`config.mk`:
```
export PLATFORM = sky130hd
export DESIGN_NAME = btb_update
export DESIGN_NICKNAME = d
export VERILOG_FILES = /design/src/rtl/btb_pkg.sv /design/src/rtl/sat_counter2.sv /design/src/rtl/btb_update.sv
export SDC_FILE = /design/constraint.sdc
export NUM_CORES = 1
export LEC_CHECK = 0
export BUFFER_PORTS_ARGS = -buffer_cell sky130_fd_sc_hd__buf_2
export CORE_UTILIZATION = 30
export CTS_BUF_LIST = sky130_fd_sc_hd__clkbuf_16
export DETAILED_ROUTE_END_ITERATION = 8
export SLEW_MARGIN = 20
export SYNTH_ARGS = -nofsm -noshare
export SYNTH_HDL_FRONTEND = slang
export SYNTH_HIERARCHICAL = 1
export SYNTH_SLANG_ARGS = --single-unit
```
`constraint.sdc`:
```
create_clock -name i_clk -period 3.4 [get_ports i_clk]
set_input_delay 0.51 -clock i_clk [delete_from_list [all_inputs] [get_ports i_clk]]
set_output_delay 0.51 -clock i_clk [all_outputs]
set_load 0.01 [all_outputs]
```
`src/rtl/btb_pkg.sv`:
```
// Shared types and constants for the BTB update path.
// Holds the 2-bit counter encoding, the BTB entry field layout helpers,
// the default index width and the counter reset/allocate values.
package btb_pkg;

  localparam int INDEX_W_DEF = 10;
  localparam int PC_W        = 32;
  localparam int TARGET_W    = 32;
  localparam int CNT_W       = 2;

  typedef enum logic [1:0] {
    CNT_SNT = 2'b00,  // strong not-taken
    CNT_WNT = 2'b01,  // weak not-taken
    CNT_WT  = 2'b10,  // weak taken
    CNT_ST  = 2'b11   // strong taken
  } cnt_e;

  localparam cnt_e CNT_RST   = CNT_SNT;
  localparam cnt_e CNT_ALLOC = CNT_WT;

  // Entry layout (LSB first): target, tag, valid, counter.
  localparam int TARGET_LSB = 0;
  localparam int TAG_LSB    = TARGET_W;

  function automatic int tag_w(input int index_w);
    return PC_W - 2 - index_w;
  endfunction

  function automatic int valid_pos(input int index_w);
    return TAG_LSB + tag_w(index_w);
  endfunction

  function automatic int cnt_lsb(input int index_w);
    return valid_pos(index_w) + 1;
  endfunction

  function automatic int entry_w(input int index_w);
    return cnt_lsb(index_w) + CNT_W;
  endfunction

  localparam int ENTRY_W_DEF = entry_w(INDEX_W_DEF);

endpackage

```
`src/rtl/sat_counter2.sv`:
```
// 2-bit saturating branch counter next-state logic.
// Latency: combinational. Backpressure: none.
// Taken moves toward strong-taken, not-taken toward strong-not-taken.
module sat_counter2
  import btb_pkg::*;
(
  input  cnt_e cnt,
  input  logic taken,
  output cnt_e next_cnt
);

  // Saturating step in the resolved direction
  always_comb begin
    next_cnt = cnt;
    unique case (cnt)
      CNT_SNT: next_cnt = taken ? CNT_WNT : CNT_SNT;
      CNT_WNT: next_cnt = taken ? CNT_WT  : CNT_SNT;
      CNT_WT:  next_cnt = taken ? CNT_ST  : CNT_WNT;
      CNT_ST:  next_cnt = taken ? CNT_ST  : CNT_WT;
      default: next_cnt = cnt;
    endcase
  end

endmodule

```
`src/rtl/btb_update.sv`:
```
// BTB update from EX: computes redirect/mispredict and writes back the entry.
// Latency: redirect/mispredict combinational; BTB write registered, 1 cycle after resolution.
// Backpressure: i_ex_stall holds the instruction; no update until released. Perf counters: BTB_PERF_CNT_EN.
module btb_update
  import btb_pkg::*;
#(
  parameter int INDEX_W = INDEX_W_DEF
) (
  input  logic                        i_clk,
  input  logic                        i_reset,
  input  logic                        i_ex_valid,
  input  logic                        i_ex_is_branch,
  input  logic                        i_ex_stall,
  input  logic [31:0]                 i_ex_pc,
  input  logic                        i_ex_taken,
  input  logic [31:0]                 i_ex_target,
  input  logic [2:0]                  i_ex_predict,
  input  logic [31:0]                 i_ex_pc_predicted,
  output logic                        o_btb_wren,
  output logic [31:0]                 o_btb_addr,
  output logic [entry_w(INDEX_W)-1:0] o_btb_data,
  output logic                        o_mispredict,
  output logic [31:0]                 o_redirect_pc,
  output logic [31:0]                 o_branch_cnt,
  output logic [31:0]                 o_mispred_cnt
);

  localparam int TAG_W   = tag_w(INDEX_W);
  localparam int ENTRY_W = entry_w(INDEX_W);

  logic        update;
  logic        fwd_hit;
  logic        hit;
  cnt_e        prior_cnt;
  cnt_e        next_cnt;
  cnt_e        wr_cnt;
  logic        do_write;
  logic [TAG_W-1:0] tag;

  // Most recent write, used to bypass a stale fetch-time BTB read
  logic        lw_valid;
  logic [31:0] lw_pc;
  cnt_e        lw_cnt;

  assign update  = i_ex_valid & i_ex_is_branch & ~i_ex_stall;
  assign fwd_hit = lw_valid & (lw_pc == i_ex_pc);
  assign tag     = i_ex_pc[31:INDEX_W+2];

  // Pick the prior counter state, preferring the in-flight write over the fetch read
  always_comb begin
    prior_cnt = cnt_e'(i_ex_predict[2:1]);
    hit       = i_ex_predict[0];
    if (fwd_hit) begin
      prior_cnt = lw_cnt;
      hit       = 1'b1;
    end
  end

  sat_counter2 u_sat_counter2 (
    .cnt      (prior_cnt),
    .taken    (i_ex_taken),
    .next_cnt (next_cnt)
  );

  // Hits update the counter; taken misses allocate; not-taken misses are dropped
  always_comb begin
    do_write = update & (hit | i_ex_taken);
    wr_cnt   = hit ? next_cnt : CNT_ALLOC;
  end

  // Correct next-PC and flush request for the resolving branch
  always_comb begin
    o_redirect_pc = i_ex_taken ? i_ex_target : (i_ex_pc + 32'd4);
    o_mispredict  = update & (o_redirect_pc != i_ex_pc_predicted);
  end

  // Registered BTB write port and last-write bypass register
  always_ff @(posedge i_clk or posedge i_reset) begin
    if (i_reset) begin
      o_btb_wren <= 1'b0;
      o_btb_addr <= '0;
      o_btb_data <= '0;
      lw_valid   <= 1'b0;
      lw_pc      <= '0;
      lw_cnt     <= CNT_RST;
    end else begin
      o_btb_wren <= do_write;
      if (do_write) begin
        o_btb_addr <= i_ex_pc;
        o_btb_data <= ENTRY_W'({wr_cnt, 1'b1, tag, i_ex_target});
        lw_valid   <= 1'b1;
        lw_pc      <= i_ex_pc;
        lw_cnt     <= wr_cnt;
      end
    end
  end

`ifdef BTB_PERF_CNT_EN
  logic [31:0] branch_cnt;
  logic [31:0] mispred_cnt;

  // Resolved-branch and mispredict event counters, free-running with wrap
  always_ff @(posedge i_clk or posedge i_reset) begin
    if (i_reset) begin
      branch_cnt  <= '0;
      mispred_cnt <= '0;
    end else if (update) begin
      branch_cnt <= branch_cnt + 32'd1;
      if (o_mispredict) mispred_cnt <= mispred_cnt + 32'd1;
    end
  end

  assign o_branch_cnt  = branch_cnt;
  assign o_mispred_cnt = mispred_cnt;
`else
  assign o_branch_cnt  = '0;
  assign o_mispred_cnt = '0;
`endif

endmodule
```
# --- Word level (Yosys, flattened, before mapping) ---
# Index checks and enable logic that the tools add are counted.
totals:
  register_bits: 91
  input_bits: 105
  output_inout_bits: 185
  elab_cells: 28
classes:
  add_sub_neg: 1
  n_eq_ne: 5
  mux: 9
  bitwise_logic: 7
  n_reduce_logical: 1
op_table:
  columns: ["cell", "n"]
  rows:
  - ["32-bit by 3-bit adder with 32-bit output (second input constant)", 1]
  - ["32-bit equality test", 1]
  - ["32-bit 2-to-1 mux", 1]
  - ["32-bit inequality test", 1]
  - ["2-bit 2-to-1 mux", 4]
  - ["2-bit one-hot mux with 4 select lines", 1]
  - ["1-bit AND", 5]
  - ["2-bit equality test (second input constant)", 2]
  - ["1-bit 2-to-1 mux", 3]
  - ["2-bit by 1-bit equality test with 1-bit output (second input constant)", 1]
  - ["2-bit logical NOT", 1]
  - ["1-bit NOT", 1]
  - ["1-bit OR", 1]

# --- Logic depth before layout (Yosys ltp) ---
# Gate-level depths: netlist (run 1).
depth:
  ltp_word: 6
  mapped_depth: 11
  ltp_nobuf: 10

# --- Modules after synthesis ---
# Netlist (run 1), hierarchy kept.
modules_own_cells:
  columns: ["mod", "instances", "cells_per_inst", "area_per_inst_um2", "seq_area_each_um2"]
  rows:
  - ["btb_update", 1, 589, 5726.7, 1701.6]
  - ["sat_counter2", 1, 3, 26.3, 0.0]

# --- Worst setup path before layout (run 1) ---
# No wires, ideal clock.
synth_path:
  path_type: "input port to output port"
  from: "input i_ex_pc[11]"
  to: "output o_mispredict"
  arrival_time_ns: 2.555
  required_time_ns: 2.890
  path_slack_ns: 0.335
  path_stages: 9
  n_path_buf: 1
  cell_sequence: "buf_2 -> nand4_4 -> or3_4 -> or4_1 -> a31oi_1 -> xnor2_1 -> o211ai_1 -> a2111oi_2 -> a21boi_1"
synth_via:
  elab_chain_cells: 4
synth_lines:
  columns: ["item", "line", "text"]
  rows:
  - ["start: declaration", "btb_update.sv:14", "input logic [31:0] i_ex_pc,"]
  - ["32-bit by 3-bit adder with 32-bit output", "btb_update.sv:73", "o_redirect_pc = i_ex_taken ? i_ex_target : (i_ex_pc + 32'd4);"]
  - ["32-bit 2-to-1 mux", "btb_update.sv:73", null]
  - ["via o_redirect_pc[20]", "btb_update.sv:23", "output logic [31:0] o_redirect_pc,"]
  - ["32-bit inequality test", "btb_update.sv:74", "o_mispredict = update & (o_redirect_pc != i_ex_pc_predicted);"]
  - ["1-bit AND", "btb_update.sv:74", null]
  - ["end: declaration", "btb_update.sv:22", "output logic o_mispredict,"]
# The timed path passes the listed nets, and every way through them passes these cells.

# --- Final worst setup path (run 1) ---
layout_path:
  from: "input i_ex_pc[2]"
  to: "output o_mispredict"
layout_via:
  elab_chain_cells: 4
layout_lines:
  columns: ["item", "line"]
  rows:
  - ["32-bit by 3-bit adder with 32-bit output", "btb_update.sv:73"]
  - ["32-bit 2-to-1 mux", "btb_update.sv:73"]
  - ["32-bit inequality test", "btb_update.sv:74"]
  - ["1-bit AND", "btb_update.sv:74"]
# Every way passes these cells.

==> impl_summary.md, run 1 <==
Die
The total die area is 19730 sq um. The number of placement rows is 50. The placeable core area is 18770 sq um. 290 I/O pins were placed. Measured along the y axis, the die boundary spans 140.5 um. The die is 140.5 um wide. The starting density of the core is 30.65%.

Placed design
The number of port buffers is 225. The number of placed cells counting well taps is 1060. Routability-driven placement finished with a final weighted congestion of 0.8560. Detailed placement ended at an HPWL of 15960 um.

Clock network
The maximum clock path buffer count is 2. The quantity of hold-fixing buffers added after cts is 0. Clock latency on the worst-skew pair, taken at its later pin, is 350 ps. The CTS sink count is 68.

The cell at the root of the clock tree is sky130_fd_sc_hd__clkbuf_16. The CTS tree is yes. The number of buffers created by CTS is 9. The clock transition at the registers of the reported paths is 60 ps. The clock tree synthesis step divided the H-tree into 3 levels.

Final layout
The number of nets in the layout is 945. The antenna cell count is 0. The layout has 1924 filler cells. In the final layout, the share of cells above drive strength 1 is 47.63%. Excluding fillers, the count of instances in the completed layout stands at 1078. Registers take 1702 sq um.

The multi-input combinational cells in the finished layout cover a total of 3453 sq um. The synthesis-to-finish area growth is 30.38%.

Pwr
The combinational share of power is 34.6%. The switching power as a share of total power is 35.12%. IR analysis of the VDD net gives a maximum drop of 0.2198 mV.

The power per standard cell area is 428.0 nW/um^2. The sequential fraction of design power is 34.5%. Summed over all cells, the static leakage comes to 3.475 nW. The internal power is 2.083 mW. The net switching power is 1.128 mW. Per report_power, the clock group accounts for 31.0% of the total.

Setup path
The worst setup path is launched from a primary input. The worst setup path is captured at an output pin. The data arrival at the endpoint of the critical path is 2860 ps. For the worst setup path, the data required time is 2890 ps. The maximum fanout along the worst path is 6. The worst setup path is of the in -> out kind.

STA
The time the final worst path needs with I/O delays and setup is 3372 ps. Headroom to the max-slew limit came out at 62.86%. Setup repair after global routing could not meet its margin everywhere. The final setup violation count is 0. The maximum clock frequency is 296.6 MHz. The final critical-path share of the clock period is 99.17%. Adding up every negative setup slack in the final design gives 0 ps. The setup skew after layout is 14.41 ps. The slew at the pin with the worst max-slew slack is 555.1 ps.

The number of max-slew violations in the final report was 0. The hold violation count in the final report is 0.

Drt
The post-detailed-route DRC marker count is 0. The detail route stage leaves a number of antenna-violating nets equal to 0. The total vias in the final route is 5079. The via count normalized by instance count is 4.712. Before antenna repair, the detailed router went through 4 iterations. The overall routed net length is 19190 um.

The average wire per standard cell is 17.81 um. Summed over all nets, wire length on met3 after detailed routing comes to 1209 um. The first routing iteration left 208 violations.

After detailed routing, no signal wire sits above met5. The met2 wire length is 9363 um. In the final routing, the length of wire on met1 measures 8307 um.

Yosys
sky130_fd_sc_hd__dfrtp_1 takes more of the synthesized area than any other cell. The synthesized design contains 68 register bits. During synthesis, Yosys emitted a total of 6 warnings.

In the synthesized netlist, the number of instances is 592. The flip-flop cell with the highest count after synthesis is sky130_fd_sc_hd__dfrtp_1. The number of different library cells used by synthesis comes to 69.

In the synthesized netlist, the cells that appear most often are sky130_fd_sc_hd__buf_4 (90), sky130_fd_sc_hd__dfrtp_1 (68), sky130_fd_sc_hd__xnor2_1 (64). Yosys instantiated no cell more often than sky130_fd_sc_hd__buf_4. The mean instance size in the synthesized netlist is 9.718 sq um. The fraction of registers with async set or reset after synthesis is 100.0%. The share of the Yosys chip area taken by registers is 29.58%. The synthesized netlist occupies a cell area of 5753 sq um. The top cell type by area accounts for 29.58% of the synthesized area.

The number of synthesized flops with an enable pin is 0. After synthesis, the cell types taking the most area are sky130_fd_sc_hd__dfrtp_1 (30%), sky130_fd_sc_hd__buf_4 (12%), sky130_fd_sc_hd__mux2_2 (12%), sky130_fd_sc_hd__xnor2_1 (9.7%), sky130_fd_sc_hd__xor2_1 (6.2%).

GRT
The initial antenna violation count is 1. After global routing the overflow that remains totals 0. The maximum number of pins on one net before global-route repair is 69. The via count of the first global-routing pass was 4921. Across every metal layer, demand over resource in global routing totals 19.56%.

The first global-routing pass estimated 28640 um of wire.

Flow run
Max-cap violations in this run came to 0.

Min path
The type of the worst min-delay path is in -> async.

Run status
The run finished with clean final reports.
[routing by layer]
metal  vias to the layer above  GRT usage, %
li1                       2430             -
met1                      2413         24.84
met2                       216         33.26
met3                        18         4.513
met4                         2         5.206
met5                         -             0
[power by group through the flow]
stage / Sequential [mW] / Combinational (mW) / Clock, mW
2_1_floorplan: 1.19 / 0.649 / 0
3_3_place_gp: 1.12 / 1.10 / 0
3_5_place_dp: 1.12 / 1.11 / 0
4_1_cts: 1.11 / 1.12 / 1.02
5_1_grt: 1.13 / 1.20 / 1.05
6_report: 1.11 / 1.11 / 0.994
[sequential cells by signal (all words and copies together) (netlist names)]
register	flops
lw_pc	12
o_btb_wren	1
o_btb_data	55
[cells in the final DEF, fill, tap and decap left out, types with 3 or more instances in the layout]
master / synthesis / routed
sky130_fd_sc_hd__nand4_1: 16 / 16
sky130_fd_sc_hd__dfrtp_1: 68 / 68
sky130_fd_sc_hd__xnor2_1: 64 / 64
sky130_fd_sc_hd__nor2_1: 8 / 8
sky130_fd_sc_hd__a21oi_1: 5 / 4
sky130_fd_sc_hd__nand3b_1: 3 / 3
sky130_fd_sc_hd__buf_2: 18 / 225
sky130_fd_sc_hd__a2111oi_2: 3 / 3
sky130_fd_sc_hd__nor4_1: 11 / 10
sky130_fd_sc_hd__mux2_2: 59 / 59
sky130_fd_sc_hd__o221ai_1: 3 / 3
sky130_fd_sc_hd__inv_1: 16 / 15
sky130_fd_sc_hd__o21ai_1: 2 / 3
sky130_fd_sc_hd__xor2_1: 41 / 41
sky130_fd_sc_hd__o21ai_0: 25 / 24
sky130_fd_sc_hd__inv_6: 0 / 3
sky130_fd_sc_hd__and4_1: 4 / 4
sky130_fd_sc_hd__and3_1: 8 / 8
sky130_fd_sc_hd__buf_12: 0 / 4
sky130_fd_sc_hd__nand3_1: 19 / 19
sky130_fd_sc_hd__nor4_2: 6 / 7
sky130_fd_sc_hd__nand2_1: 33 / 32
sky130_fd_sc_hd__nor3_1: 5 / 5
sky130_fd_sc_hd__mux2_1: 16 / 16
sky130_fd_sc_hd__clkbuf_16: 0 / 9
sky130_fd_sc_hd__buf_4: 90 / 64
sky130_fd_sc_hd__conb_1: 1 / 64
sky130_fd_sc_hd__a31oi_1: 5 / 4
[logic make-up (layout without fill, tap and decap cells)]
kind of cell,after synthesis,after routing,share of synthesized area [%]
AOI/OAI and AO/OA,65,65,7.830
xor gates and xnor gates,107,107,16.79
adders and majority gates,3,3,0.6089
buffers and inverters,136,325,15.40
DFF,68,68,29.58
muxes,76,76,14.85
other,1,64,0.06518
and+or+nand+nor,136,136,14.88
[what timing repair did]
item,CTS,global route
pin swaps,3,3
setup buffers,1,1
endpoints found under the setup margin,1,1
resized for setup,2,8
endpoints found under the hold margin,0,0
[metrics by stage]
step	worst slack [ps]	power [mW]	hold WS [ps]	utilization (%)	area, sq um
4_1_cts	22.70	3.248	248.3	39.74	7458
2_1_floorplan	334.9	1.843	463.8	-	5989
6_report	28.25	3.211	228.1	39.97	7501
5_1_grt	-118.8	3.389	255.6	39.97	7501
3_5_place_dp	-182.4	2.236	480.6	38.02	7136
3_3_place_gp	-63.20	2.221	477.2	38.02	7136
[area by class of cell]
cell class,instances,share of cell area (%)
Clock inverter,7,1.084
Sequential cell,68,22.69
Timing Repair Buffer,293,22.49
Clock buffer,9,3.003
Inverter,16,0.8007
Tap cell,234,3.903
Multi-Input combinational cell,451,46.04
[worst paths after layout]
check | from | endpoint | cells after the start | slack (ps)
min in group i_clk | i_ex_target[2] | o_btb_data[2]$_DFFE_PP0P_ | 2 | 410
max reg2reg | lw_pc[0]$_DFFE_PP0P_ | o_btb_data[54]$_DFFE_PP0P_ | 9 | 560
max | i_ex_pc[2] | o_mispredict | 11 | 30
min reg2reg | o_btb_data[30]$_DFFE_PP0P_ | o_btb_data[30]$_DFFE_PP0P_ | 1 | 500
max in group asynchronous | i_reset | o_btb_data[24]$_DFFE_PP0P_ | 3 | 2820
min | i_reset | o_btb_data[18]$_DFFE_PP0P_ | 3 | 230
[worst max-delay path: stages]
cell and delay [ps]:
sky130_fd_sc_hd__buf_2 100, sky130_fd_sc_hd__buf_4 160, sky130_fd_sc_hd__nand4_2 130, sky130_fd_sc_hd__or4_4 610
sky130_fd_sc_hd__nor4_4 330, sky130_fd_sc_hd__xnor3_1 280, sky130_fd_sc_hd__o2111a_1 160, sky130_fd_sc_hd__o21ai_1 170
sky130_fd_sc_hd__o31ai_2 90, sky130_fd_sc_hd__a21boi_1 150, sky130_fd_sc_hd__buf_2 170
No activity file was read; power rests on OpenSTA's default activity.
==> run 2: changes to the inputs <==
- SYNTH_HIERARCHICAL: 1 -> not set
==> run 2 against run 1 <==
Clock skew shrank 10 ps. Die area shrank 0.99%. First-iteration DRC count grew 28%. Critical endpoint unchanged. Highest routed layer is now met4.
==> impl_summary.md, run 2 <==
Placed design
The last weighted congestion value of the routability-driven placer is 0.9079. After detailed placement, the total cell area comes to 6975 sq um. Detailed placement ended at an HPWL of 16510 um. During placement, the flow inserted port buffers numbering 225. Including well taps, the total number of placed cells is 1061.

Final layout
The post-route cell area is 7340 sq um. The share of final-layout standard cells stronger than drive strength 1 is 43.89%. The final instance count without filler cells is 1078. The register with the most flip-flops in the layout has 55 of them.

From synthesis to final layout, the design area changed by 28.87%. The library cells used most frequently in the layout, excluding fill and tap cells, are sky130_fd_sc_hd__buf_2 (225), sky130_fd_sc_hd__dfrtp_1 (68), sky130_fd_sc_hd__conb_1 (64), sky130_fd_sc_hd__xnor2_1 (62), sky130_fd_sc_hd__mux2_2 (54). The most common cell after layout, fill and taps aside is sky130_fd_sc_hd__buf_2. For this run, the post-layout net count is 944. The register with the most flip-flops is o_btb_data. In the final layout, the registers with the most flip-flops are o_btb_data: 55 flops, lw_pc: 12 flops, o_btb_wren: 1 flops.

Yosys
Counting flops with a built-in enable in the synthesized netlist gives 0. The unique cell type count in the Yosys netlist is 66. The area of the mapped netlist is 5695 sq um.

The number of storage elements in the synthesis netlist is 68. The library cell occupying the most area in the post-synthesis netlist is sky130_fd_sc_hd__dfrtp_1. The synthesized design devotes to its leading area cell type 29.88% of total area. Among all flip-flop cells after synthesis, the most frequent one is sky130_fd_sc_hd__dfrtp_1. The commonest cells after synthesis are sky130_fd_sc_hd__buf_4 (94), sky130_fd_sc_hd__dfrtp_1 (68), sky130_fd_sc_hd__xnor2_1 (63).

Dividing the synthesized area by the synthesized cell count gives 9.477 sq um. Synthesis produced a netlist whose cell count is 601. The fraction of registers with async set or reset after synthesis is 100.0%.

The sequential cell area fraction in the yosys report is 29.88%. By area the synthesized netlist is led by sky130_fd_sc_hd__dfrtp_1 (30%), sky130_fd_sc_hd__buf_4 (12%), sky130_fd_sc_hd__mux2_2 (11%), sky130_fd_sc_hd__xnor2_1 (9.7%), sky130_fd_sc_hd__xor2_1 (6.0%). Yosys printed 0 warnings.

In the post-synthesis netlist, the cell with the most instances is sky130_fd_sc_hd__buf_4.

Pwr
In this run the static leakage power is 3.379 nW. The power per standard cell area is 439.7 nW/um^2. VDD sags by at most 0.3294 mV.

Drt
The overall routed net length is 19720 um. The average wire per standard cell is 18.29 um. For this run, design rule violations remaining after detail routing come to 0. After detailed routing, the number of vias per cell comes to 4.711. The total vias in the final route is 5078. The total iterations of the first detailed-routing run is 4. The iteration-0 DRC count of the detailed router is 266. The number of routed nets with antenna violations is 0.

STA
After routing, the total negative slack on setup checks comes to 0 ps. The worst-case headroom to the max-slew limit is 48.64%. The number of max-slew violations in the final report is 0.

The hold violation count in the final report came to 0. The maximum clock frequency is 306.2 MHz. The setup skew after layout is 4.336 ps. In the finished design, the share of the clock period the worst path needs comes to 96.05%. The time the final worst path needs with I/O delays and setup is 3266 ps.

Setup violations remaining at the end of the flow were counted as 0. The final hold slack is 304.6 ps. The slew at the pin with the worst max-slew slack is 769.4 ps.

GRT
The initial antenna violation count is 1. The via count of the first global-routing pass is 4833. The total global-route track usage is 20.30%. The wire length of the first global-routing pass is 29300 um. After global routing the overflow that remains totals 0. Entering global routing, the biggest net connects 40 pins.

Die
During I/O placement, the number of pins put on the boundary was 290. The floorplan step defined a die boundary enclosing 19540 sq um. The die is 139.8 um wide.

The die boundary height is 139.8 um. The floorplan has 50 rows. The starting density of the core is 30.55%. The placeable core area is 18640 sq um.

Clock network
The clock latency at the later pin of the worst-skew pair is 340 ps. TritonCTS created 9 clock buffers. The cell at the root of the clock tree is sky130_fd_sc_hd__clkbuf_16.

The maximum clock path buffer count is 2. The H-tree depth is 3. TritonCTS built the clock tree. After clock tree synthesis, the clock-pin slew on the worst setup and hold paths is 60 ps. The quantity of hold-fixing buffers added after cts is 0. The CTS sink count is 68.

Setup path
The worst setup path is captured at an output pin. At the worst endpoint, the arrival time is 2760 ps. The critical path in this run is classified as in -> out. The worst setup path is launched from a primary input.

Along the worst path, the maximum fanout reaches 5. At the worst endpoint, the required time is 2890 ps.

Flow run
The number of violations of the max-capacitance limit is 0.

Run status
The run finished with clean final reports.

Min path
The type of the worst min-delay path is in -> async.
-- run 2: changes by cell type in the layout (fill, tap and decap cells not counted), moves of 4 or more --
cell                      previous run  this run
sky130_fd_sc_hd__nor3_1              5         9
sky130_fd_sc_hd__nand2_1            32        42
sky130_fd_sc_hd__mux2_2             59        54
sky130_fd_sc_hd__nor4_2              7         3
sky130_fd_sc_hd__a21oi_1             4         9
sky130_fd_sc_hd__and3_1              8         0
sky130_fd_sc_hd__nand4_1            16        11
sky130_fd_sc_hd__buf_4              64        52
sky130_fd_sc_hd__mux2i_1             1         5
sky130_fd_sc_hd__nor2_1              8        18
-- run 2: repair_timing --
item,4_1_cts,5_1_grt
buffers inserted,0,0
hold endpoints to repair,0,0
resized for setup,0,10
endpoints found under the setup margin,0,1
-- run 2: metal layers --
metal / vias to the layer above / routed length [um] / track usage [%]
met3: 29 / 1228 / 4.129
met1: 2410 / 8325 / 25.43
met4: 0 / 573 / 8.271
met2: 225 / 9590 / 33.95
met5: - / 0 / 0
li1: 2414 / - / -
-- run 2: stage by stage --
| stage | setup slack, ps | utilization (%) | total power, mW |
|---|---|---|---|
| final | 134.3 | 39.37 | 3.227 |
| after global routing | -17.26 | 39.37 | 3.402 |
| after CTS | 19.31 | 39.07 | 3.262 |
| after detailed placement | 38.97 | 37.42 | 2.244 |
| after global placement | 27.46 | 37.42 | 2.231 |
| after floorplan | 281.3 | - | 1.843 |
-- run 2: cell families after synthesis --
logic type | Yosys count | synth area share (%)
and+or+nand+nor | 145 | 14.15
buffers and inverters | 134 | 15.62
xor gates and xnor gates | 103 | 16.08
muxes | 75 | 14.72
AOI/OAI and AO/OA | 72 | 8.920
DFF | 68 | 29.88
adders and majority gates | 3 | 0.5712
other | 1 | 0.06584
-- run 2: cell type report --
type	instances	area, sq um
Multi-Input combinational cell	462	3393
Fill cell	1914	11300
Timing Repair Buffer	280	1577
Clock inverter	7	83.83
Tap cell	234	292.8
Antenna cell	1	2.502
Clock buffer	9	225.2
Sequential cell	68	1702
Inverter	17	63.81
-- run 2: power breakdown --
group          internal, mW  switching, mW  leakage [nW]  total, mW
combinational         0.515          0.602          2.41       1.12
sequential            0.980          0.135         0.807       1.11
clock                 0.633          0.362         0.157      0.995
total                  2.13           1.10          3.38       3.23
-- run 2: worst paths after layout --
path	from	to	cells after the start	slack, ps
worst max-delay path	i_ex_pc[13]	o_mispredict	10	130
worst min-delay path	i_reset	o_btb_wren$_DFF_PP0_	2	300
worst max register to register	o_btb_data[50]$_DFFE_PP0P_	o_btb_data[53]$_DFFE_PP0P_	9	380
worst min register to register	o_btb_data[52]$_DFFE_PP0P_	o_btb_data[52]$_DFFE_PP0P_	1	500
max in group asynchronous	i_reset	o_btb_data[25]$_DFFE_PP0P_	3	2420
min in group i_clk	i_ex_target[3]	o_btb_data[3]$_DFFE_PP0P_	2	410
-- run 2: critical path: stages --
cell and delay, ps:
sky130_fd_sc_hd__buf_2 150, sky130_fd_sc_hd__nand4_2 170, sky130_fd_sc_hd__or3_1 490, sky130_fd_sc_hd__nor4_1 360, sky130_fd_sc_hd__xnor2_1 230, sky130_fd_sc_hd__o21ai_1 130, sky130_fd_sc_hd__xor2_1 170, sky130_fd_sc_hd__nor4_1 270
sky130_fd_sc_hd__a31oi_1 110, sky130_fd_sc_hd__buf_2 160
==> run 3: changes to the inputs <==
- clock period: 3.4 -> 3.95 ns (I/O delays scaled with it)
==> run 3 against run 2 <==
Flip-flop and latch count did not move. Worst setup slack improved by 66 ps. Die area did not move. Largest cell class unchanged. Sequential share of layout area rose by 1.2 points. Critical endpoint unchanged. Via count fell by 4.2%. Combinational power fell by 17%. Worst hold slack improved by 180 ps. Clock-buffer cell count did not move. Final area fell by 4.8%. Critical path type unchanged. Non-clock buffer count fell by 36. Highest routed layer is now met5. Register-to-register slack improved by 430 ps.
==> impl_summary.md, run 3 (synthesis gave the netlist of run 2 again) <==
GRT
The total global-route track usage is 19.75%. The via count of the first global-routing pass came to 4623. The first global-routing pass estimated 28310 um of wire. The maximum number of pins on one net before global-route repair is 69.

The global-route congestion overflow total is 0. The initial antenna violation count is 1.

STA
Setup repair after global routing left no endpoint under its margin. The final setup TNS is 0 ps. Measured against its own limit, the worst slew margin works out to 38.65%.

The hold violation count in the final report came to 0. The setup skew after layout is 10.50 ps. The number of max-slew violations in the final report was 0. For this run, the top clock speed supported by timing is 266.7 MHz. The worst path uses 94.92% of the clock period. The clock period could shrink to 3749 ps. The slew at the pin with the worst max-slew slack is 920.2 ps. The final setup violation count is 0.

Final layout
The flip-flop count of the largest register after layout is 55. The number of nets in the layout is 908. The share of final-layout standard cells stronger than drive strength 1 is 40.69%.

Relative to the synthesized area, the layout overhead comes to 22.67%. The antenna cell count is 0. The largest registers in the layout are o_btb_data: 55 flops, lw_pc: 12 flops, o_btb_wren: 1 flops. The most common cell after layout, fill and taps aside is sky130_fd_sc_hd__buf_2.

Leaving out fill and tap cells, the most frequent cells in the layout are sky130_fd_sc_hd__buf_2 (225), sky130_fd_sc_hd__dfrtp_1 (68), sky130_fd_sc_hd__conb_1 (64), sky130_fd_sc_hd__xnor2_1 (63), sky130_fd_sc_hd__mux2_2 (54). The register with the most flip-flops in the final layout is o_btb_data.

Die
Row generation in the floorplan step produced 50 rows. The width of the die is 139.8 um. The die boundary height is 139.8 um. The I/O pin count is 290.

The floorplan step defined a die boundary enclosing 19540 sq um. The placeable core area is 18640 sq um. For this configuration, the core starts out at a cell density of 30.55%.

Pwr
The leakage power figure is 3.173 nW. The worst-case IR drop observed on VDD is 0.1975 mV. The design draws 2.741 mW. For this design the ratio of total power to cell area is 392.3 nW/um^2.

Clock network
The number of setup buffers added after CTS is 0. Counting along the longest clock path gives a buffer depth of 2. For this design, the CTS-stage hold fixing added 0 buffers.

The clock transition at the registers of the reported paths is 60 ps. The CTS tree is yes. CTS built an H-tree with a depth of 3.

After clock tree synthesis, the repair step resized 0 gates. Counting every sink on the clock net gives 68. The clock latency at the later pin of the worst-skew pair is 350 ps. The cell at the root of the clock tree is sky130_fd_sc_hd__clkbuf_16. The number of buffers created by CTS is 9.

Drt
The post-detailed-route DRC marker count is 0. The count of nets left with antenna violations once routing finished came out at 0. Before antenna repair, the detailed router went through 4 iterations. The average wire per standard cell is 18.38 um. The detailed router placed 4866 vias in this run. The overall routed net length is 19120 um. The iteration-0 DRC count of the detailed router is 199. After detailed routing, the number of vias per cell comes to 4.679.

Flow run
The tool flagged a number of max-cap violations equal to 0.

Min path
The startpoint identified for the worst hold timing path is i_ex_target[3]. For hold timing, the worst endpoint is o_btb_data[3]$_DFFE_PP0P_. The number of cells on the worst hold path is 2. The min-delay analysis places its worst path in the category in -> reg.

Setup path
The worst setup slack for register-to-register paths is 810 ps. The worst setup path is captured at an output pin. The worst setup path is of the in -> out kind.

The launching point of the worst reg2reg path is o_btb_data[50]$_DFFE_PP0P_. The data required time of the critical path is 3360 ps. The data arrival at the endpoint of the critical path is 3160 ps.

STA classifies the critical path startpoint as a primary input. Of all nets on the critical path, the largest fanout is 7. The end of the worst register-to-register path is o_btb_data[13]$_DFFE_PP0P_.

The count of cells along the worst register-to-register path is 9.

Run status
The run finished with clean final reports.

Placed design
The post-detailed-placement half-perimeter wirelength is 15760 um. The last weighted congestion value of the routability-driven placer is 0.9232. Input and output buffers added on the ports amount to 225.
## run 3: where the power goes
| group | internal, mW | switching [mW] | total (mW) |
|---|---|---|---|
| Clock | 0.544 | 0.316 | 0.860 |
| Combinational | 0.422 | 0.505 | 0.927 |
| Sequential | 0.843 | 0.110 | 0.953 |
## run 3: area by class of cell
cell class | count | area, sq um
clock buffers | 9 | 225.2
fillers | 1954 | 11660
repair buffers | 244 | 1281
inverters | 17 | 63.81
clock inverters | 6 | 81.33
flip-flops and latches | 68 | 1702
multi-input cells | 462 | 3341
well taps | 234 | 292.8
## run 3: metrics by stage
stage          hold WS, ps  setup slack, ps  cell area (sq um)  cells  utilization (%)
4_1_cts              478.3            199.4               6987   1040            37.48
6_report             488.2            200.7               6987   1040            37.48
5_1_grt              491.4            60.42               6987   1040            37.48
2_1_floorplan        463.8            666.3               5932    664                -
3_5_place_dp         488.4            198.8               6680   1025            35.83
3_3_place_gp         483.9            257.7               6680   1025            35.83
## run 3: critical path: stages
cell,delay [ps]
sky130_fd_sc_hd__buf_2,150
sky130_fd_sc_hd__ha_1,240
sky130_fd_sc_hd__nand3_1,240
sky130_fd_sc_hd__nor3_4,240
sky130_fd_sc_hd__nand3_1,130
sky130_fd_sc_hd__a32o_1,280
sky130_fd_sc_hd__or4_1,540
sky130_fd_sc_hd__nor4_1,310
sky130_fd_sc_hd__a41o_1,200
sky130_fd_sc_hd__a31oi_1,70
sky130_fd_sc_hd__buf_2,160
## run 3: how the worst max path moves through the flow
stage / start / slack (ps) / cells after the start / to
2_1_floorplan: i_ex_pc[2] / 670 / 9 / o_mispredict
3_3_place_gp: i_ex_pc[2] / 260 / 11 / o_mispredict
3_5_place_dp: i_ex_pc[2] / 200 / 11 / o_mispredict
4_1_cts: i_ex_pc[2] / 200 / 11 / o_mispredict
5_1_grt: i_ex_pc[2] / 60 / 11 / o_mispredict
6_report: i_ex_pc[2] / 200 / 11 / o_mispredict
## run 3: layer usage
| metal | GRT usage (%) | vias to the layer above | part of all wire [%] |
|---|---|---|---|
| met2 | 33.50 | 210 | 49 |
| li1 | - | 2345 | - |
| met3 | 4.267 | 24 | 6.5 |
| met5 | 0 | - | 0.063 |
| met1 | 24.99 | 2285 | 42 |
| met4 | 5.899 | 2 | 2.0 |
